$ cat src/rtl/bowling_roll_sequencer.sv
// Bowling roll sequencer: tracks frame/ball, forwards legal rolls, then steps the scorer.
// Optional legality checking is enabled by defining BOWLING_ROLL_CHECK_EN.
module bowling_roll_sequencer #(
  parameter int MAX_PINS   = 10,
  parameter int NUM_FRAMES = 10
) (
  input  logic       clock,
  input  logic       reset,
  input  logic       in_valid,
  input  logic [3:0] in_pins,
  output logic       in_ready,
  output logic       roll,
  output logic [3:0] pin_count,
  output logic       calculate_score,
  output logic [3:0] frame,
  output logic [1:0] ball,
  output logic [4:0] roll_count,
  output logic       game_over,
  output logic       err_illegal
);

  localparam int               CNT_W     = $clog2(NUM_FRAMES + 1);
  localparam logic [4:0]       MAX5      = 5'(MAX_PINS);
  localparam logic [4:0]       MAX_ROLLS = 5'(2 * NUM_FRAMES + 1);
  localparam logic [3:0]       PRE_LAST  = 4'(NUM_FRAMES - 2);
  localparam logic [CNT_W-1:0] SCORE_LEN = CNT_W'(NUM_FRAMES);

  typedef enum logic [2:0] {B1, B2, T1, T2, T3, SCORE, DONE} state_t;

  state_t           state_q, state_d;
  logic [3:0]       frame_q, frame_d;
  logic [3:0]       first_q, first_d;
  logic [4:0]       rem_q, rem_d;
  logic             roll_q, roll_d;
  logic [3:0]       pin_count_q, pin_count_d;
  logic [4:0]       roll_count_q, roll_count_d;
  logic             calc_q, calc_d;
  logic [CNT_W-1:0] score_cnt_q, score_cnt_d;

  logic       accept, take;
  logic [4:0] pins5, pins_sat, sum5, sum_sat;
  logic       is_strike, is_spare, t1_strike;

  assign in_ready  = (state_q == B1) || (state_q == B2) || (state_q == T1) ||
                     (state_q == T2) || (state_q == T3);
  assign accept    = in_valid && in_ready;
  assign pins5     = {1'b0, in_pins};
  assign pins_sat  = (pins5 > MAX5) ? MAX5 : pins5;
  assign sum5      = {1'b0, first_q} + pins5;
  assign sum_sat   = (sum5 > MAX5) ? MAX5 : sum5;
  assign is_strike = (pins5 == MAX5);
  assign is_spare  = (sum_sat == MAX5);
  assign t1_strike = ({1'b0, first_q} == MAX5);

`ifdef BOWLING_ROLL_CHECK_EN
  logic illegal;
  logic err_q, err_d;

  // Illegal rolls are consumed by the handshake but leave the game untouched.
  assign illegal = (pins5 > MAX5) ||
                   ((state_q == B2) && (sum5 > MAX5)) ||
                   (((state_q == T2) || (state_q == T3)) && (pins5 > rem_q));
  assign take    = accept && !illegal;
  assign err_d   = err_q || (accept && illegal);

  always_ff @(posedge clock) begin
    if (reset) err_q <= 1'b0;
    else       err_q <= err_d;
  end

  assign err_illegal = err_q;
`else
  assign take        = accept;
  assign err_illegal = 1'b0;
`endif

  always_comb begin
    state_d      = state_q;
    frame_d      = frame_q;
    first_d      = first_q;
    rem_d        = rem_q;
    roll_d       = 1'b0;
    pin_count_d  = '0;
    roll_count_d = roll_count_q;
    calc_d       = 1'b0;
    score_cnt_d  = score_cnt_q;

    if (take) begin
      roll_d      = 1'b1;
      pin_count_d = in_pins;
      if (roll_count_q < MAX_ROLLS) roll_count_d = roll_count_q + 5'd1;
    end

    case (state_q)
      B1: if (take) begin
        if (is_strike) begin
          frame_d = frame_q + 4'd1;
          state_d = (frame_q == PRE_LAST) ? T1 : B1;
        end else begin
          first_d = in_pins;
          state_d = B2;
        end
      end
      B2: if (take) begin
        frame_d = frame_q + 4'd1;
        state_d = (frame_q == PRE_LAST) ? T1 : B1;
      end
      T1: if (take) begin
        first_d = in_pins;
        rem_d   = is_strike ? MAX5 : MAX5 - pins_sat;
        state_d = T2;
      end
      // A third ball is earned only by clearing the rack within the first two.
      T2: if (take) begin
        if (t1_strike || is_spare) begin
          rem_d   = (pins5 >= rem_q) ? MAX5 : rem_q - pins5;
          state_d = T3;
        end else begin
          score_cnt_d = '0;
          state_d     = SCORE;
        end
      end
      T3: if (take) begin
        score_cnt_d = '0;
        state_d     = SCORE;
      end
      // The registered enable lags by one cycle so it never overlaps the final roll pulse.
      SCORE: begin
        if (score_cnt_q == SCORE_LEN) begin
          state_d = DONE;
        end else begin
          calc_d      = 1'b1;
          score_cnt_d = score_cnt_q + CNT_W'(1);
        end
      end
      DONE:    state_d = DONE;
      default: state_d = B1;
    endcase
  end

  always_ff @(posedge clock) begin
    if (reset) begin
      state_q      <= B1;
      frame_q      <= '0;
      first_q      <= '0;
      rem_q        <= '0;
      roll_q       <= 1'b0;
      pin_count_q  <= '0;
      roll_count_q <= '0;
      calc_q       <= 1'b0;
      score_cnt_q  <= '0;
    end else begin
      state_q      <= state_d;
      frame_q      <= frame_d;
      first_q      <= first_d;
      rem_q        <= rem_d;
      roll_q       <= roll_d;
      pin_count_q  <= pin_count_d;
      roll_count_q <= roll_count_d;
      calc_q       <= calc_d;
      score_cnt_q  <= score_cnt_d;
    end
  end

  always_comb begin
    ball = 2'd0;
    case (state_q)
      B2, T2:  ball = 2'd1;
      T3:      ball = 2'd2;
      default: ball = 2'd0;
    endcase
  end

  assign roll            = roll_q;
  assign pin_count       = pin_count_q;
  assign calculate_score = calc_q;
  assign frame           = frame_q;
  assign roll_count      = roll_count_q;
  assign game_over       = (state_q == DONE);

endmodule

$ cat config.mk
export PLATFORM = sky130hd
export DESIGN_NAME = bowling_roll_sequencer
export DESIGN_NICKNAME = d
export VERILOG_FILES = /design/src/rtl/bowling_roll_sequencer.sv
export SDC_FILE = /design/constraint.sdc
export NUM_CORES = 1
export LEC_CHECK = 0
export BUFFER_PORTS_ARGS = -buffer_cell sky130_fd_sc_hd__buf_2
export CAP_MARGIN = 20
export CORE_MARGIN = 3
export CORE_UTILIZATION = 54
export DETAILED_ROUTE_END_ITERATION = 7
export PLACE_DENSITY = 0.78
export SETUP_SLACK_MARGIN = 0.4
export SYNTH_ARGS = -nofsm -noshare
export SYNTH_HDL_FRONTEND = slang
export SYNTH_SLANG_ARGS = --single-unit
$ cat constraint.sdc
create_clock -name clock -period 2.1 [get_ports clock]
set_input_delay 0.21 -clock clock [delete_from_list [all_inputs] [get_ports clock]]
set_output_delay 0.21 -clock clock [all_outputs]
set_load 0.005 [all_outputs]
==> results_dict.tcl <==
set metrics [dict create \
    io_pins 27 \
    antennaDiodeCount 0 \
    slew_viol_final 0 \
    cts_tree "done" \
    synthTopCellsByCount "26 x sky130_fd_sc_hd__dfxtp_1, 15 x sky130_fd_sc_hd__nor2_1, 9 x sky130_fd_sc_hd__ha_1, 8 x sky130_fd_sc_hd__a21oi_1, 8 x sky130_fd_sc_hd__inv_1" \
    post_synth_main_area_contributors "sky130_fd_sc_hd__dfxtp_1 36%, sky130_fd_sc_hd__ha_1 7.7%, sky130_fd_sc_hd__nor2_1 3.9%, sky130_fd_sc_hd__mux2i_1 3.4%, sky130_fd_sc_hd__a21oi_1 2.7%" \
    cap_viol_max_count 0 \
    crit_path_cell_trace "ha_4 > fa_2 > a21o_1 > a211oi_2 > o211a_1 > o32ai_1" \
    drt-total-wl_mm 3.007 \
    power.static_leakage_nw 0.7084 \
    critPathLaunchType "flop" \
    worst_path_dominant_cell_family "compound AO/OA/AOI/OAI gates" \
    port_buffers 25 \
    synthToLayoutAreaGrowth_pct 14.94 \
    dieHeight_um 57.96 \
    power.ir.vdd_worst_v 0.0004417 \
    setup.worst_path.end_class "flop" \
    die_area_mm2 0.003359 \
    synthArstFlopShare_pct 0 \
    finalSetupViolations 0 \
    detailedRoute.firstPassIterationCount 5 \
    grt_overflow 0 \
    syn_area_mm2 0.001458 \
    drtIter0Drc 49 \
    source_to_sink_clock_delay_at_the_later_pin_of_the_worst_skew_pair_ns 0.32 \
    die_width_um 57.96 \
    cts.clk_slew.worst_paths_ns 0.14 \
    clock_path_buffers 2 \
    rrSetupSlack_ns 0.43 \
    drive_gt1_share_pct 24.31 \
    ys_seq_elements 26 \
    htree_levels 1 \
    cts-buffers-inserted 3 \
    grt_setup_unrepaired "yes" \
    place_congestion 0.8472 \
    hold-path-endpoint "pin_count[2]" \
    critical_path_class "flop to flop" \
    result_of_the_run "finished, final reports clean" \
    synthDominantAreaCellType "sky130_fd_sc_hd__dfxtp_1" \
    first_global_vias 1227 \
    fin_crit_ns 1.674 \
    detailroute.via_count 1247 \
    postSynthNetCount 176 \
    timing.reg2reg.worst_path_depth 6 \
    crit-reg2reg-capture "score_cnt_q[1]" \
    core.rowCount 18 \
    r2r-start "first_q[0]" \
    core_mm2 0.002522 \
    worstPathMaxFanout 3 \
    yosys_warnings 0 \
    clock_tree.root_cell "sky130_fd_sc_hd__clkbuf_4" \
    grt_pass1_wl_mm 5.216 \
    hold_path.startpoint "in_pins[2]" \
    worst_margin_slew_ns 0.5050 \
    most_instantiated_library_cell_after_synthesis "sky130_fd_sc_hd__dfxtp_1" \
    finalClockSkew_ns 0.002372 \
    max_freq_mhz 597.2 \
    finalNetCount 199 \
    vias_per_cell 5.910 \
    final_hold_viol_count 0 \
    synth_ff_type "sky130_fd_sc_hd__dfxtp_1" \
    synth_cells 159 \
    antenna_violations_before_repair 0 \
    timing.critical_path.arrival_ns 1.88 \
    synthesis.area_per_instance_um2 9.168 \
    pwr_density_cell_mw_per_mm2 621.9 \
    dp.final_hpwl_mm 2.203 \
    detail_route.wl_per_cell_um 14.25 \
    post-route-period-util_pct 79.73 \
    grt_start_max_net_pins 27 \
    global_route.usage.total_pct 19.81 \
    clock_sinks 26 \
    min_path_type "input port to flop" \
    hold-path-cell-count 2 \
    final_core_utilization_pct 66.42 \
    max_slew_headroom_pct 66.33 \
    count_of_cell_types_in_the_netlist 49 \
    slowest_delay_ns 0.36 \
    critPathBufInv 0 \
    detail-route-antenna-nets 0 \
    crit_path_top_delay_cell "sky130_fd_sc_hd__dfxtp_2" \
    synth_seq_area_share_pct 35.71 \
    required_ns 2.31 \
    synth_top_cell_area_share_pct 35.71 \
    tns_ns 0 \
    remaining_drc_errors 0 \
    synth_edf_count 0 \
    number_of_hold_buffers_added_after_cts 0 \
    initial_core_util_pct 57.79 \
]
## report_power, final
part           switching, W  internal [W]
Combinational     0.0000888     0.0000745
Clock              0.000152      0.000193
Sequential        0.0000190      0.000514
Total              0.000260      0.000782
## logic make-up after synthesis
logic type      synth area share (%)
mux                            3.434
fa+ha+maj                      9.099
simple gates                   21.29
flops                          35.71
xor+xnor                       3.004
compound gates                 22.15
other cells                   0.2573
buf+inv                        5.064
## placed cells by master, fill, tap and decap left out, types with 4 or more instances in the layout
| master | n |
|---|---|
| sky130_fd_sc_hd__buf_2 | 25 |
| sky130_fd_sc_hd__dfxtp_1 | 22 |
| sky130_fd_sc_hd__nor2_1 | 15 |
| sky130_fd_sc_hd__inv_1 | 8 |
| sky130_fd_sc_hd__a21oi_1 | 8 |
| sky130_fd_sc_hd__ha_1 | 8 |
| sky130_fd_sc_hd__o21ai_0 | 6 |
| sky130_fd_sc_hd__mux2i_1 | 5 |
| sky130_fd_sc_hd__nand2_1 | 5 |
| sky130_fd_sc_hd__and2_1 | 5 |
| sky130_fd_sc_hd__nand3b_1 | 5 |
| sky130_fd_sc_hd__o211ai_1 | 4 |
| sky130_fd_sc_hd__xor2_1 | 4 |
| sky130_fd_sc_hd__nand3_1 | 4 |
| sky130_fd_sc_hd__dfxtp_2 | 4 |
## through the flow
step / cells / area, um^2 / hold slack [ns] / setup WS, ns / power, W
final: 211 / 1675 / 0.1331 / 0.4256 / 0.001042
after global routing: 211 / 1675 / 0.1113 / 0.3536 / 0.001093
after global placement: 206 / 1589 / 0.4585 / 0.3135 / 0.0006882
after detailed placement: 206 / 1589 / 0.4661 / 0.2806 / 0.0006954
after floorplan: 159 / 1463 / 0.3317 / 0.4300 / 0.0006546
after CTS: 211 / 1654 / 0.1162 / 0.3966 / 0.001042
## worst max-delay path by stage
stage,from,cells after the start,endpoint
6_report,first_q[0],6,score_cnt_q[1]
3_3_place_gp,in_pins[0],7,score_cnt_q[1]
2_1_floorplan,first_q[0],6,score_cnt_q[1]
4_1_cts,first_q[0],6,score_cnt_q[1]
5_1_grt,first_q[0],6,state_q[0]
3_5_place_dp,in_pins[0],7,score_cnt_q[1]
## area by class of cell
class	instances	area [um^2]
clock buffer	3	22.52
clock inverter	1	30.03
fill	220	847.1
inverter	8	30.03
multi-input combinational	116	889.6
sequential	26	525.5
tap	30	37.54
timing repair buffer	27	140.1
## per-layer routing
metal	vias up	global-route usage [%]	wire, um
li1	633	-	-
met4	0	10.26	65
met3	9	3.786	143
met1	570	22.88	1271
met5	-	0	0
met2	35	34.52	1527
## repair_timing
action                     CTS  global route
pin swaps                    2             2
hold endpoints to repair     0             0
setup endpoints to repair    9            11
setup buffers                1             0
gates resized for setup      3             5
## registers in the layout (all words and copies together) (netlist names)
| name | cells |
|---|---|
| first_q | 4 |
| roll_count | 5 |
| roll | 1 |
| frame | 4 |
| pin_count | 4 |
| state_q | 3 |
| score_cnt_q | 4 |
| calculate_score | 1 |
## worst reg2reg max path: cells and delay by family (launching register included)
kind            cells  cell delay (ns)
flops               1             0.36
fa+ha+maj           2             0.50
compound gates      4             0.70
(Power assumes the default switching activity.)
